`config.mk`:
```
export PLATFORM = sky130hd
export DESIGN_NAME = cartridge_word_packer
export DESIGN_NICKNAME = d
export VERILOG_FILES = /design/src/rtl/rgby_pkg.sv /design/src/rtl/load_checksum.sv /design/src/rtl/cartridge_word_packer.sv
export SDC_FILE = /design/constraint.sdc
export NUM_CORES = 1
export LEC_CHECK = 0
export ABC_AREA = 1
export CAP_MARGIN = 20
export CELL_PAD_IN_SITES_DETAIL_PLACEMENT = 0
export CELL_PAD_IN_SITES_GLOBAL_PLACEMENT = 1
export CORE_MARGIN = 2
export CORE_UTILIZATION = 35
export DETAILED_ROUTE_END_ITERATION = 12
export PLACE_DENSITY_LB_ADDON = 0.25
export SLEW_MARGIN = 15
export SYNTH_ARGS = -nofsm -noshare
export SYNTH_HDL_FRONTEND = slang
export SYNTH_SLANG_ARGS = --single-unit
```
`constraint.sdc`:
```
create_clock -name clk -period 1.51 [get_ports clk]
set_input_delay 0.302 -clock clk [delete_from_list [all_inputs] [get_ports clk]]
set_output_delay 0.302 -clock clk [all_outputs]
set_load 0.02 [all_outputs]
```
`src/rtl/rgby_pkg.sv`:
```
// Shared constants for the RGBY colour-program datapath: colour encoding,
// word geometry and the colour shift helper used by the packer.
package rgby_pkg;

  localparam int WORD_W        = 12;
  localparam int NIBS_PER_WORD = 6;
  localparam int COLOR_W       = 2;

  // Detected colour codes, as produced by the colour detector.
  typedef enum logic [COLOR_W-1:0] {
    COLOR_RED    = 2'b00,
    COLOR_GREEN  = 2'b01,
    COLOR_BLUE   = 2'b10,
    COLOR_YELLOW = 2'b11
  } color_e;

  // Append one colour at the LSB end; the oldest colour ends up in the MSBs.
  function automatic logic [WORD_W-3:0] shift_in_color(input logic [WORD_W-3:0] sr,
                                                       input logic [COLOR_W-1:0] c);
    return {sr[WORD_W-5:0], c};
  endfunction

endpackage

```
`src/rtl/load_checksum.sv`:
```
// XOR checksum over a cartridge load: words before the last one are folded
// into an accumulator, and the last word is compared against it.
// Built only when RGBY_LOAD_CHECKSUM_EN is defined.
module load_checksum
  import rgby_pkg::*;
(
  input  logic              clk,
  input  logic              reset,
  input  logic              clear_i,
  input  logic              word_valid_i,
  input  logic [WORD_W-1:0] word_i,
  input  logic              last_i,
  output logic              checksum_ok_o
);

  logic [WORD_W-1:0] acc_q, acc_d;
  logic              ok_q,  ok_d;

  // Fold data words, grade the final word; a new load clears everything.
  always_comb begin
    acc_d = acc_q;
    ok_d  = ok_q;
    if (clear_i) begin
      acc_d = '0;
      ok_d  = 1'b0;
    end else if (word_valid_i) begin
      if (last_i) ok_d  = (acc_q == word_i);
      else        acc_d = acc_q ^ word_i;
    end
  end

  // Accumulator and verdict registers.
  always_ff @(posedge clk) begin
    if (reset) begin
      acc_q <= '0;
      ok_q  <= 1'b0;
    end else begin
      acc_q <= acc_d;
      ok_q  <= ok_d;
    end
  end

  assign checksum_ok_o = ok_q;

endmodule

```
`src/rtl/cartridge_word_packer.sv`:
```
// Packs a stream of detected colours (2 bits each, MSB-first) into 12-bit
// program words and writes them to program RAM, MAX_WORDS words per load.
// Optional build macro RGBY_LOAD_CHECKSUM_EN adds the checksumOk output,
// which grades the last word of a load as an XOR of all preceding words.
module cartridge_word_packer
  import rgby_pkg::*;
#(
  parameter int MAX_WORDS = 64,
  parameter int ADDR_W    = 8
) (
  input  logic              clk,
  input  logic              reset,
  input  logic              start,
  input  logic              colorValid,
  input  logic [1:0]        color,
  output logic              wrEn,
  output logic [ADDR_W-1:0] wrAddr,
  output logic [11:0]       wrData,
  output logic              busy,
  output logic              loadDone,
  output logic [ADDR_W-1:0] wordCount
`ifdef RGBY_LOAD_CHECKSUM_EN
  ,
  output logic              checksumOk
`endif
);

  localparam logic [1:0] ST_IDLE    = 2'd0;
  localparam logic [1:0] ST_COLLECT = 2'd1;
  localparam logic [1:0] ST_DONE    = 2'd2;

  localparam logic [2:0]        NIB_LAST = 3'(NIBS_PER_WORD - 1);
  localparam logic [ADDR_W-1:0] LAST_IDX = ADDR_W'(MAX_WORDS - 1);

  logic [1:0]        state_q,      state_d;
  logic [WORD_W-3:0] shift_q,      shift_d;
  logic [2:0]        nib_q,        nib_d;
  logic              wr_en_q,      wr_en_d;
  logic [WORD_W-1:0] wr_data_q,    wr_data_d;
  logic [ADDR_W-1:0] wr_addr_q,    wr_addr_d;
  logic [ADDR_W-1:0] word_count_q, word_count_d;
  logic              load_done_q,  load_done_d;
  logic              accept;
  logic              last_word;

  // A colour is taken only while collecting, and start wins over it.
  assign accept    = colorValid && (state_q == ST_COLLECT) && !start;
  assign last_word = (wr_addr_q == LAST_IDX);

  // Next-state logic: packing, write issue, address advance and load control.
  // NOTE: every _d gets its hold value first, so no path leaves it unassigned
  // and no latch is inferred.
  always_comb begin
    state_d      = state_q;
    shift_d      = shift_q;
    nib_d        = nib_q;
    wr_en_d      = 1'b0;
    wr_data_d    = wr_data_q;
    wr_addr_d    = wr_addr_q;
    word_count_d = word_count_q;
    load_done_d  = load_done_q;

    // The cycle after a write strobe advances the index; the last one ends the load.
    if (wr_en_q) begin
      wr_addr_d    = wr_addr_q + 1'b1;
      word_count_d = word_count_q + 1'b1;
      if (last_word) begin
        state_d     = ST_DONE;
        load_done_d = 1'b1;
      end
    end

    // Sixth colour completes the word and frees the shifter in the same cycle,
    // so a colour arriving during the write strobe starts the next word.
    if (accept) begin
      if (nib_q == NIB_LAST) begin
        wr_en_d   = 1'b1;
        wr_data_d = {shift_q, color};
        shift_d   = '0;
        nib_d     = '0;
      end else begin
        shift_d = shift_in_color(shift_q, color);
        nib_d   = nib_q + 1'b1;
      end
    end

    // Start (re)opens a load from any state; a partial word is discarded,
    // while a strobe already on the output still completes.
    if (start) begin
      state_d      = ST_COLLECT;
      shift_d      = '0;
      nib_d        = '0;
      wr_addr_d    = '0;
      word_count_d = '0;
      load_done_d  = 1'b0;
    end
  end

  // State registers with synchronous reset overriding all inputs.
  // NOTE: sequential state uses non-blocking assignments only, so every
  // register samples the pre-edge values computed above.
  always_ff @(posedge clk) begin
    if (reset) begin
      state_q      <= ST_IDLE;
      shift_q      <= '0;
      nib_q        <= '0;
      wr_en_q      <= 1'b0;
      wr_data_q    <= '0;
      wr_addr_q    <= '0;
      word_count_q <= '0;
      load_done_q  <= 1'b0;
    end else begin
      state_q      <= state_d;
      shift_q      <= shift_d;
      nib_q        <= nib_d;
      wr_en_q      <= wr_en_d;
      wr_data_q    <= wr_data_d;
      wr_addr_q    <= wr_addr_d;
      word_count_q <= word_count_d;
      load_done_q  <= load_done_d;
    end
  end

  assign wrEn      = wr_en_q;
  assign wrAddr    = wr_addr_q;
  assign wrData    = wr_data_q;
  assign wordCount = word_count_q;
  assign loadDone  = load_done_q;
  assign busy      = (state_q == ST_COLLECT) || wr_en_q;

`ifdef RGBY_LOAD_CHECKSUM_EN
  load_checksum u_load_checksum (
    .clk           (clk),
    .reset         (reset),
    .clear_i       (start),
    .word_valid_i  (wr_en_q),
    .word_i        (wr_data_q),
    .last_i        (last_word),
    .checksum_ok_o (checksumOk)
  );
`endif

endmodule

```
==> out/summary.txt <==
Outcome -> complete, no violations
DR WL/cell -> 10.6 um
Tot Pwr -> 1.95 mW
DRT iter0 DRCs -> 90
Nets -> 301
HPWL Detailed -> 2770 um
DRC viols -> 0
Final setup fails -> 0
Clk network pwr share -> 0.351
CTS tree -> done
Largest net degree at the start of global routing -> 18
Syn Nets -> 253
Syn Inst Count -> 245
WP data arrival -> 1.05 ns
Combinational share of power -> 0.052
Die area -> 5790 um2
Final worst path period need -> 1.35 ns
I/O pins -> 37
Distinct cells, synth -> 25
Final wirelength -> 3860 um
CP Cell Sequence -> dlygate4sd2_1
Grt ovf -> 0
Worst Hold Class -> reg -> reg
Vias in the first global route -> 1465
RSZ-0062 raised after global routing -> no
Top cell family by delay on the critical path -> flip-flops
Switch share -> 0.219
Core Region -> 5070 um2
Global-route usage over all layers -> 0.145
Fin. max-slew vios -> 0
F_max -> 741 MHz
Commonest non-fill, non-tap cell in the layout -> nand2_1
Final period util -> 0.894
Peak per-stage delay on the critical path -> 0.40 ns
First-pass GRT wire length -> 6850 um
Avg Cell Area, Syn -> 7.43 um2
Worst Tran Pin Value -> 0.340 ns
Clk Latency, worst-skew pair -> 0.29 ns
Int Power -> 1.52 mW
Placed Cells -> 356
Worst path bufs/invs -> 1
Cts bufs inserted -> 5
Worst setup EP type -> primary output
Mapped cell area -> 1820 um2
Synthesis-to-finish area growth -> 30.3%
Switch Pwr -> 428 uW
Ant diodes -> 0
Fin. Hold Viols -> 0
Vias per inst -> 4.44
Seq pwr share -> 0.598
Port Buffers -> 36
Skew final -> 0.00150 ns
Starting Density -> 0.358
Layout cells sized above 1 -> 0.0990
First-pass DRT Iterations -> 4
Max-cap violation count -> 0
Leak -> 1.05 nW
GP Congestion -> 0.748
Worst Setup Path Type -> reg -> out
Flops & latches, synth -> 44
VDD IR max -> 450 uV
Clock Tree Root -> clkbuf_8
Most frequent cells in the layout -> nand2_1 (55), dfxtp_1 (44), nor2_1 (42)
Initial antenna violation count -> 0
Register area share after synthesis -> 0.484
Total number of vias -> 1611
Pwr/cell area -> 824 nW/um2
CP max FO -> 5
# rows -> 26
Critical Path Start Type -> flop
H-tree Lvls -> 2
Sinks on Clock Net -> 44
Slowest CP cell -> dfxtp_1
Synth Warn # -> 0
Layout Cells excl Fill -> 363
Die Ht -> 76.1 um
Critical Path RT -> 1.21 ns
ANT nets after route -> 0
Deepest clock path buffer count -> 2
Die Width -> 76.1 um
Relative slew slack -> 0.773
Clock slew at reported path FFs -> 0.08 ns
-- routing by layer --
layer	wire, um	global-route usage	vias to the layer above
li1	-	-	884
met5	0	0	-
met4	44	0.0545	0
met3	146	0.0367	4
met2	1670	0.230	21
met1	2000	0.191	702
-- logic make-up (layout without fill, tap and decap cells) --
logic type | count (synthesis) | after routing | synth area share
buffers and inverters | 29 | 77 | 0.0708
AO/OA/AOI/OAI | 36 | 36 | 0.103
AND/OR/NAND/NOR | 134 | 134 | 0.328
adder cells (fa/ha/maj) | 2 | 2 | 0.0138
flip-flops | 44 | 44 | 0.484
-- state kept, by name, summed over array words and instances, names as in the netlist --
register,flops
wrData,12
shift_q,10
wordCount,8
wrAddr,8
nib_q,3
loadDone,1
state_q,1
wrEn,1
-- area by class of cell --
cell class	count	area [um2]
timing repair buffer	50	435
fill	549	2710
clock inverter	1	5.00
clock buffer	6	72.6
tap	70	87.6
multi-input combinational	172	810
inverter	20	78.8
sequential	44	881
-- what timing repair did --
action | 4_1_cts | 5_1_grt
buffers inserted | 0 | 0
resized for setup | 31 | 3
endpoints found under the setup margin | 31 | 2
hold buffers | 0 | 0
-- metrics by stage --
step | cell area, um2 | hold WS [ns] | setup TNS (ns) | worst slack [ns] | util
4_1_cts | 2370 | 0.472 | 0 | 0.0244 | 0.467
3_3_place_gp | 2330 | 0.455 | -1.23 | -0.0651 | 0.460
2_1_floorplan | 1820 | 0.371 | 0 | 0.239 | -
5_1_grt | 2370 | 0.499 | 0 | 0.0557 | 0.467
3_5_place_dp | 2330 | 0.459 | -1.21 | -0.0756 | 0.460
6_report | 2370 | 0.466 | 0 | 0.161 | 0.467
-- cell usage after synthesis --
cell type / n / area (um2)
buf_1: 1 / 3.75
buf_4: 1 / 7.51
inv_2: 2 / 7.51
o21a_1: 3 / 22.5
nor2_1: 42 / 158
nand4_1: 1 / 6.26
ha_1: 2 / 25.0
dfxtp_1: 44 / 881
nor3_1: 3 / 15.0
buf_6: 1 / 11.3
buf_2: 5 / 25.0
clkinv_1: 1 / 3.75
nand3_4: 1 / 17.5
nand3b_1: 10 / 75.1
o21ai_0: 7 / 35.0
inv_1: 15 / 56.3
nand3_1: 19 / 95.1
nor2_4: 1 / 11.3
nor2_2: 1 / 6.26
nand2_1: 55 / 206
clkbuf_1: 1 / 3.75
clkinv_2: 2 / 10.0
a21oi_1: 25 / 125
o21ai_1: 1 / 5.00
nand2_2: 1 / 6.26
-- final timing paths --
path,startpoint,end,slack [ns],cells past startpoint
max,wrAddr[5],wrAddr[5],0.16,1
min,wrData[9],wrData[9],0.47,2
max reg2reg,wrEn,state_q[0],0.20,6
min reg2reg,wrData[9],wrData[9],0.47,2
-- power by group through the flow --
stage	logic [mW]	registers, mW	clock network, mW
4_1_cts	0.103	1.17	0.715
6_report	0.101	1.17	0.685
5_1_grt	0.113	1.17	0.762
3_3_place_gp	0.103	1.19	0
2_1_floorplan	0.0534	1.19	0
3_5_place_dp	0.103	1.19	0
Power figures use the tool's default switching activity.
